==> config.mk <==
export PLATFORM = sky130hd
export DESIGN_NAME = dff_sipo_deserializer
export DESIGN_NICKNAME = d
export VERILOG_FILES = /design/src/rtl/dff_sipo_deserializer.sv
export SDC_FILE = /design/constraint.sdc
export NUM_CORES = 1
export LEC_CHECK = 0
export CAP_MARGIN = 0
export CORE_UTILIZATION = 45
export CTS_CLUSTER_DIAMETER = 50
export DETAILED_ROUTE_END_ITERATION = 16
export GPL_TIMING_DRIVEN = 0
export PLACE_DENSITY = 0.73
export SLEW_MARGIN = 20
export SYNTH_ARGS = -nofsm -noshare
export SYNTH_HDL_FRONTEND = slang
export SYNTH_SLANG_ARGS = --single-unit
==> constraint.sdc <==
create_clock -name clk -period 1.4 [get_ports clk]
set_input_delay 0.28 -clock clk [delete_from_list [all_inputs] [get_ports clk]]
set_output_delay 0.28 -clock clk [all_outputs]
set_load 0.02 [all_outputs]
==> src/rtl/dff_sipo_deserializer.sv <==
// dff_sipo_deserializer: assembles strobed serial bits into WIDTH-bit words
// and offers them through a valid/ready holding register with sticky overrun.
module dff_sipo_deserializer #(
    parameter int WIDTH     = 8,
    parameter bit MSB_FIRST = 1'b1
) (
    input  logic                       clk,
    input  logic                       rst,
    input  logic                       din,
    input  logic                       din_en,
    input  logic                       clear,
    output logic [WIDTH-1:0]           dout,
    output logic                       dout_valid,
    input  logic                       dout_ready,
    output logic [$clog2(WIDTH+1)-1:0] bit_count,
    output logic                       overrun
);
    localparam int CW = $clog2(WIDTH+1);

    typedef enum logic {EMPTY, FULL} state_t;

    state_t           state, state_nx;
    logic [WIDTH-1:0] sr, sr_nx;
    logic             strobe, complete, load, drop;

    // clear has priority over a coincident strobe, so the bit is discarded
    always_comb begin
        strobe   = din_en && !clear;
        sr_nx    = MSB_FIRST ? {sr[WIDTH-2:0], din} : {din, sr[WIDTH-1:1]};
        complete = strobe && (bit_count == CW'(WIDTH-1));
        load     = complete && (state == EMPTY || dout_ready);
        drop     = complete && state == FULL && !dout_ready;
    end

    always_ff @(posedge clk or posedge rst) begin
        if (rst)
            state <= EMPTY;
        else
            state <= state_nx;
    end

    always_comb begin
        state_nx = (state == EMPTY) ? (complete ? FULL : EMPTY)
                                    : ((dout_ready && !complete) ? EMPTY : FULL);
    end

    always_comb begin
        dout_valid = (state == FULL);
    end

    always_ff @(posedge clk or posedge rst) begin
        if (rst) begin
            sr        <= '0;
            bit_count <= '0;
            dout      <= '0;
            overrun   <= 1'b0;
        end else begin
            if (clear) begin
                sr        <= '0;
                bit_count <= '0;
            end else if (strobe) begin
                sr        <= sr_nx;
                bit_count <= complete ? '0 : bit_count + CW'(1);
            end
            if (load)
                dout <= sr_nx;
            overrun <= clear ? 1'b0 : (overrun || drop);
        end
    end
endmodule

Word level (Yosys, flattened, before mapping)
Cells that the tools add are included.
- add/subtract/negate cells: 1
- multiply operators: 0
- divide/modulo/power cells: 0
- magnitude comparators: 0
- eq/ne operators: 1
- shifts and indexed selects: 0
- multiplexer cells: 9
- bitwise logic cells: 1
- reductions and logical operators: 12
- operator list (cell ; number):
    $mux 7 ; 2
    $mux 4 ; 3
    $logic_and 1x1->1 ; 6
    $add 4x1->4 const B ; 1
    $eq 4x3->1 const B ; 1
    $mux 1 ; 4
    $logic_not 1->1 ; 3
    $logic_or 1x1->1 ; 2
    $reduce_bool 2->1 ; 1
    $not 1->1 ; 1
- register bits after elaboration: 21
- latch bits: 0
- memory bits (writable): 0
- ROM bits: 0
- input port bits: 6
- output and inout bits: 14
- logic and storage cells: 29
- memories: 0

Depth between registers and ports, before layout
Gate-level depths: netlist of run 1.
- depth after elaboration: 7
- depth in mapped cells: 4

Worst setup path before layout of run 1
Ideal clock, no wire load.
- path type: register to register
- start point: reg state (netlist: dout_valid)
- end point: reg dout[0]
- library setup time: 125 ps
- arrival: 1264 ps
- required time: 1275 ps
- setup slack: 11 ps
- cell stages (with the launch flop): 4
- path buffers: 0
- path through: dfrtp_1 -> or2b_2 -> nand4_4 -> mux2_2
- cells in the longest elaborated chain, start to end: 3
- RTL lines (what ; RTL line ; RTL):
    start: declaration ; 22 ; state_t state, state_nx;
    start signal: assignment ; 39 ; state <= state_nx;
    $not 1->1 ; - ;
    $logic_or 1x1->1 ; 31 ; load = complete && (state == EMPTY || dout_ready);
    $logic_and 1x1->1 ; 31 ;
    end signal: assignment ; 66 ; dout <= sr_nx;
    end: declaration ; 12 ; output logic [WIDTH-1:0] dout,
Every way passes these cells.
A chain may end at the register's enable or synchronous reset.

Final worst setup path of run 1
- start point: reg bit_count[3]
- end point: out bit_count[3]
- RTL lines (what ; RTL line ; RTL):
    start: declaration ; 15 ; output logic [$clog2(WIDTH+1)-1:0] bit_count,
    start signal: assignment ; 63 ; bit_count <= complete ? '0 : bit_count + CW'(1);
No word-level cell between the ends.

==> flow_summary_export.csv, run 1 <==
group,metric,value,unit
job,drv_cap,0,
finish,stdcell_count,118,
clocking,clk_latency,290,ps
worst_setup_path,r2r-start,"bit_count[2]",
timing,min_period,1357,ps
worst_setup_path,critPathArrivalTime,1080,ps
yosys,syn-mean-instance-area,12.95,um^2
finish,multiInputGateArea,342.8,um^2
worst_setup_path,slowest_stage,"dfrtp_2",
place,placed_area,1092,um^2
floorplan,start_util,49.40,%
clocking,root_buffer,"clkbuf_4",
run_status,outcome,"complete, no violations",
timing,setup_viol,0,
global_routing,antenna_found_initial,0,
worst_setup_path,worst-path-buf-inv,1,
min_path,min_path_type,"input pin to flop",
global_routing,first_global_vias,574,
detailed_routing,ant_nets,0,
yosys,yosys-top-cells-area,"dfrtp_1 60%, mux2_2 10%, mux2i_1 9.1%, nor2_1 3.8%, nand4_4 2.4%",
yosys,muxShareOfSynthArea,19.32,%
detailed_routing,vias,579,
worst_setup_path,worstRegToRegCells,3,
detailed_routing,first_pass_iters,3,
detailed_routing,drc_errors,0,
clocking,cts_hold_buf,0,
yosys,synth_cell_types,21,
yosys,synth_cells,68,
yosys,syn_area,880.8,um^2
worst_setup_path,crit_end,"bit_count[3]",
yosys,ys_seq_area_share,59.66,%
clocking,cts.sinks,21,
min_path,min_from,"din_en",
power,power_density,855.0,nW/um^2
yosys,synth-warning-count,0,
finish,drive_gt1_share,23.66,%
floorplan,std_cell_rows,15,
timing,fmax,736.8,MHz
worst_setup_path,crit_path_start,"bit_count[3]",
finish,fillers,165,
detailed_routing,via_per_inst,4.907,
worst_setup_path,path_depth,1,
global_routing,grt_pass1_wl,2415,um
power,vdd.ir_drop.worst,672.9,uV
worst_setup_path,path_cells,"dlygate4sd2_1",
clocking,cts_buffers,3,
yosys,synth-seq-cells,21,
worst_setup_path,crit_fanout,5,
detailed_routing,totalWireLength,1414,um
clocking,htreeDepth,1,
yosys,yosys.area.top_type,"dfrtp_1",
finish,final_nets,101,
worst_setup_path,crit_path_max_incr_delay,460,ps
timing,slew_viol_final,0,
clocking,cts.path.max_buffers,2,
yosys,synth_compound_area_share,1.847,%
timing,finalCritPeriodShare,96.94,%
worst_setup_path,crit_required,1120,ps
floorplan,die_h,46.24,um
global_routing,grtUsageTotal,15.94,%
place,gp_congestion,0.7774,
yosys,synth_top_family_by_area,"multiplexers",
place,hpwl,977,um
global_routing,grt_max_degree,22,
finish,seq_area,526.8,um^2
global_routing,grt-ovfl-total,0,
detailed_routing,avgRoutedWirePerCell,11.98,um
worst_setup_path,r2r-end,"dout[6]",
finish,design_area,1136,um^2
floorplan,core_area,1783,um^2
timing,final_hold_viol_count,0,
yosys,yosys.area_share.xor_xnor,0.9943,%
worst_setup_path,ff2ff_setup_slack,60,ps
finish,antennaDiodeCount,0,
clocking,path_clk_slew,110,ps
worst_setup_path,crit_type,"flop to output pin",
yosys,yosys.area_share.simple,14.35,%
timing,rsz0062_at_grt,"yes",
yosys,synth_top_area_share,59.66,%
worst_setup_path,setup.worst_path.end_class,"output pin",
power,p_leak,0.6135,nW
clocking,cts_tree,"yes",
timing,fin_worst_skew,5.378,ps
timing,slew_headroom,49.64,%
place,port_buffers,18,
floorplan,die_w,46.24,um
finish,final_core_util,63.72,%
floorplan,die-area,2138,um^2
finish,syn_to_final_growth,28.98,%
yosys,syn_nets,75,
timing,worst_pin_slew,754.6,ps
detailed_routing,drt_iter0_drc,4,
worst_setup_path,crit_family,"flip-flops",
place,dpl.cell_count,111,
floorplan,io_pins,20,
worst_setup_path,crit_path_start_kind,"flop",
yosys,synth-adder-area-share,1.420,%
==> logic make-up after synthesis <==
family                     count (synthesis)
AOI/OAI and AO/OA                          3
xor gates and xnor gates                   1
adders and majority gates                  1
buffers and inverters                      5
DFF                                       21
muxes                                     16
and+or+nand+nor                           21
==> registers in the layout (all words and copies together), names as in the netlist <==
| signal | count |
|---|---|
| bit_count | 4 |
| dout_valid | 1 |
| dout | 8 |
| overrun | 1 |
| sr | 7 |
==> power breakdown <==
part	total [W]	switching [W]	internal, W
clock	0.000275	0.000169	0.000106
combinational	0.0000741	0.0000429	0.0000311
sequential	0.000622	0.00000829	0.000614
==> through the flow <==
step	setup TNS (ps)	power (W)	setup WS, ps	hold WS (ps)
finish	0	0.0009713	42.85	345.0
global route	-172.3	0.001012	-30.29	341.6
CTS	0	0.0009818	1.658	331.8
detailed placement	-3167	0.0007114	-347.4	491.9
global placement	-3269	0.0007103	-348.6	488.5
floorplan	0	0.0006786	11.01	256.5
==> cells in the final DEF, fill, tap and decap left out, types with 2 or more instances in the layout <==
cell             count
mux2_2               8
dlygate4sd2_1       13
inv_1                2
clkbuf_4             3
buf_4                3
nand2_1              3
a21oi_1              2
nor2_1               9
nand3b_1             2
dfrtp_1             20
mux2i_1              8
clkdlybuf4s15_1      2
clkdlybuf4s50_1      3
==> metal layers <==
metal	global-route usage (%)	wire, um	part of all wire, %
met1	20.45	649	46
met2	26.48	698	49
met3	2.353	52	3.7
met4	7.059	13	0.92
met5	0	0	0
==> cell type report <==
| cell class | count | area share, % |
|---|---|---|
| clock inverter | 1 | 0.4405 |
| multi-input combinational | 42 | 30.18 |
| tap | 25 | 2.753 |
| clock buffer | 3 | 1.982 |
| timing repair buffer | 21 | 16.41 |
| sequential | 21 | 46.37 |
| buffer | 3 | 1.211 |
| inverter | 2 | 0.6608 |
==> synthesized netlist by cell type <==
cell type  count
xor2_1         1
nand4_1        1
dfrtp_1       21
mux2_2         8
nand3b_1       2
o22ai_1        1
nor3b_2        1
clkbuf_1       1
nand4_4        1
nand2b_1       1
mux2i_1        8
or2b_2         1
inv_1          2
nand3_1        1
or3_1          1
clkbuf_2       1
a21oi_1        2
nor2_1         9
nand2_1        3
buf_2          1
ha_1           1
==> worst min-delay path by stage <==
stage / end / slack [ps] / cells after the start
final: bit_count[0] / 350 / 3
after global routing: bit_count[0] / 340 / 3
after CTS: bit_count[0] / 330 / 3
after detailed placement: dout[2] / 490 / 1
after global placement: dout[2] / 490 / 1
after floorplan: bit_count[0] / 260 / 1
==> repair_timing <==
action | in CTS | in global routing
pin swaps | 2 | 2
setup endpoints to repair | 22 | 11
gates resized for setup | 15 | 5
setup buffers | 1 | 2
gates cloned | 0 | 0
==> tightest hold or removal path: stages <==
cell,delay [ps]
clkbuf_2,140
nand2b_1,120
a21oi_1,60
No activity file was read; power rests on OpenSTA's default activity.
==> inputs of run 2 (changes only) <==
--- a/config.mk
+++ b/config.mk
@@ -9,8 +9,8 @@
 export CORE_UTILIZATION = 45
 export CTS_CLUSTER_DIAMETER = 50
 export DETAILED_ROUTE_END_ITERATION = 16
+export DONT_BUFFER_PORTS = 1
 export GPL_TIMING_DRIVEN = 0
-export PLACE_DENSITY = 0.73
 export SLEW_MARGIN = 20
 export SYNTH_ARGS = -nofsm -noshare
 export SYNTH_HDL_FRONTEND = slang
==> run 2 against run 1 <==
The run now ends with hold timing, setup timing left. Largest cell class unchanged. Routed wire length down 0.42%. Utilization down 9.3 points. Critical path type is now flop to flop. Critical path depth up 2. Die area unchanged.
==> flow_summary_export.csv, run 2 (synthesized netlist as in run 1, its figures left out) <==
group,metric,value,unit
run_status,outcome,"complete, but fails checks",
run_status,violations,"hold timing, setup timing",
worst_setup_path,crit_type,"flop to flop",
global_routing,antenna_found_initial,0,
floorplan,die-area,2138,um^2
clocking,cts_hold_buf,0,
power,switching_share,23.75,%
worst_setup_path,critPathArrivalTime,1630,ps
detailed_routing,drc_errors,0,
global_routing,grt_max_degree,22,
power,p_comb_share,5.1,%
place,port_buffers,0,
clocking,cts_buffers,3,
timing,setup_slack,-34.15,ps
power,p_leak,0.4772,nW
global_routing,grt-ovfl-total,0,
place,gp_congestion,0.7732,
floorplan,std_cell_rows,15,
finish,final_cell_mix,"16 x dfrtp_1, 9 x nor2_1, 8 x mux2_2, 8 x mux2i_1, 5 x dfrtp_2",
power,vdd.ir_drop.worst,507.5,uV
worst_setup_path,worst-path-buf-inv,0,
timing,final_hold_viol_count,21,
finish,seq_area,531.8,um^2
clocking,cts.path.max_buffers,2,
floorplan,core_area,1783,um^2
timing,slew_headroom,49.30,%
clocking,clk_latency,300,ps
floorplan,die_h,46.24,um
finish,multiInputGateArea,342.8,um^2
power,p_total,0.0009691,W
detailed_routing,first_pass_iters,6,
timing,finalCritPeriodShare,102.4,%
worst_setup_path,crit_path_start_kind,"flop",
place,hpwl,949.4,um
power,p_switching,0.0002302,W
worst_setup_path,crit_required,1600,ps
floorplan,die_w,46.24,um
power,seq_power_share,65.0,%
global_routing,grtUsageTotal,16.30,%
finish,final_nets,82,
finish,mostFrequentLayoutCell,"dfrtp_1",
timing,fin_worst_skew,0.7072,ps
place,dpl_worst_slack,-147.4,ps
worst_setup_path,crit_family,"simple AND/OR/NAND/NOR gates",
clocking,cts.sinks,21,
global_routing,grt_pass1_wl,2380,um
power,p_clk_share,29.9,%
timing,min_period,1434,ps
finish,antennaDiodeCount,0,
floorplan,start_util,49.40,%
timing,worst_pin_slew,759.7,ps
power,p_int,0.0007390,W
worst_setup_path,slowest_stage,"dfrtp_2",
place,dpl.cell_count,93,
detailed_routing,ant_nets,0,
timing,setup_viol,8,
timing,worst_hold_slack,-13.82,ps
floorplan,io_pins,20,
finish,top_regs,"dout (8), sr (7), bit_count (4)",
worst_setup_path,path_cells,"or2b_2 -> nand4_4 -> mux2_2",
worst_setup_path,crit_path_max_incr_delay,440,ps
finish,top_register,"dout",
worst_setup_path,setup.worst_path.end_class,"flop",
clocking,htreeDepth,1,
global_routing,first_global_vias,511,
clocking,root_buffer,"clkbuf_4",
finish,drive_gt1_share,33.78,%
clocking,cts_tree,"yes",
timing,rsz0062_at_grt,"yes",
timing,fmax,697.3,MHz
detailed_routing,vias,514,
detailed_routing,drt_iter0_drc,6,
finish,syn_to_final_growth,10.09,%
timing,fin_tns_setup,-224.5,ps
min_path,min_path_type,"input pin to asynchronous set/reset pin",
job,drv_cap,0,
detailed_routing,via_per_inst,5.192,
timing,slew_viol_final,0,
finish,fillers,161,
worst_setup_path,crit_fanout,8,
worst_setup_path,ff2ff_setup_slack,-30,ps
power,power_density,999.5,nW/um^2
finish,largest_register_ffs,8,
finish,stdcell_count,99,
detailed_routing,totalWireLength,1408,um
detailed_routing,avgRoutedWirePerCell,14.22,um
clocking,path_clk_slew,120,ps
[run 2: metrics by stage]
step | cell area (um^2) | utilization (%)
final | 969.7 | 54.39
after detailed placement | 912.1 | 51.16
after floorplan | 880.8 | -
after CTS | 969.7 | 54.39
after global placement | 912.1 | 51.16
after global routing | 969.7 | 54.39
[run 2: routing by layer]
layer	vias up	GRT usage, %	share of wire, %
li1	246	-	-
met1	250	24.00	46
met2	14	20.85	47
met3	4	2.745	5.0
met4	0	12.35	1.9
met5	-	0	0
[run 2: area by class of cell]
class	count	share of cell area (%)
sequential	21	54.84
multi-input combinational	42	35.35
tap	25	3.226
clock buffer	3	2.323
timing repair buffer	2	1.548
buffer	3	1.419
inverter	2	0.7742
clock inverter	1	0.5161
[run 2: final timing paths]
kind	start	endpoint	cells after the start
hold reg to reg	sr[6]	sr[6]	2
hold / removal	rst	dout[4]	1
max in group asynchronous	rst	bit_count[3]	1
min in group clk	clear	bit_count[3]	1
setup / recovery	dout_valid	dout[7]	3
setup reg to reg	dout_valid	dout[7]	3
[run 2: worst register-to-register path, stage by stage, from the launching register on]
cell and delay, ps:
dfrtp_2 440, or2b_2 360, nand4_4 180, mux2_2 360
[run 2: repair_timing]
item,CTS,global route
gates cloned,0,0
buffers inserted,2,0
endpoints found under the hold margin,0,1
gates resized for setup,7,0
endpoints found under the setup margin,9,9
pin swaps,2,2
[run 2: power by group through the flow]
stage	Combinational (W)	Clock [W]	Sequential, W
detailed placement	0.0000494	0	0.000641
global route	0.0000576	0.000338	0.000632
floorplan	0.0000405	0	0.000638
CTS	0.0000508	0.000305	0.000630
finish	0.0000490	0.000290	0.000630
global placement	0.0000491	0	0.000641
==> inputs of run 3 (changes only) <==
--- a/config.mk
+++ b/config.mk
@@ -5,7 +5,6 @@
 export SDC_FILE = /design/constraint.sdc
 export NUM_CORES = 1
 export LEC_CHECK = 0
-export CAP_MARGIN = 0
 export CORE_UTILIZATION = 45
 export CTS_CLUSTER_DIAMETER = 50
 export DETAILED_ROUTE_END_ITERATION = 16
==> results of run 3 <==
Same layout as run 2: the final DEF is identical, and so are final timing and power.
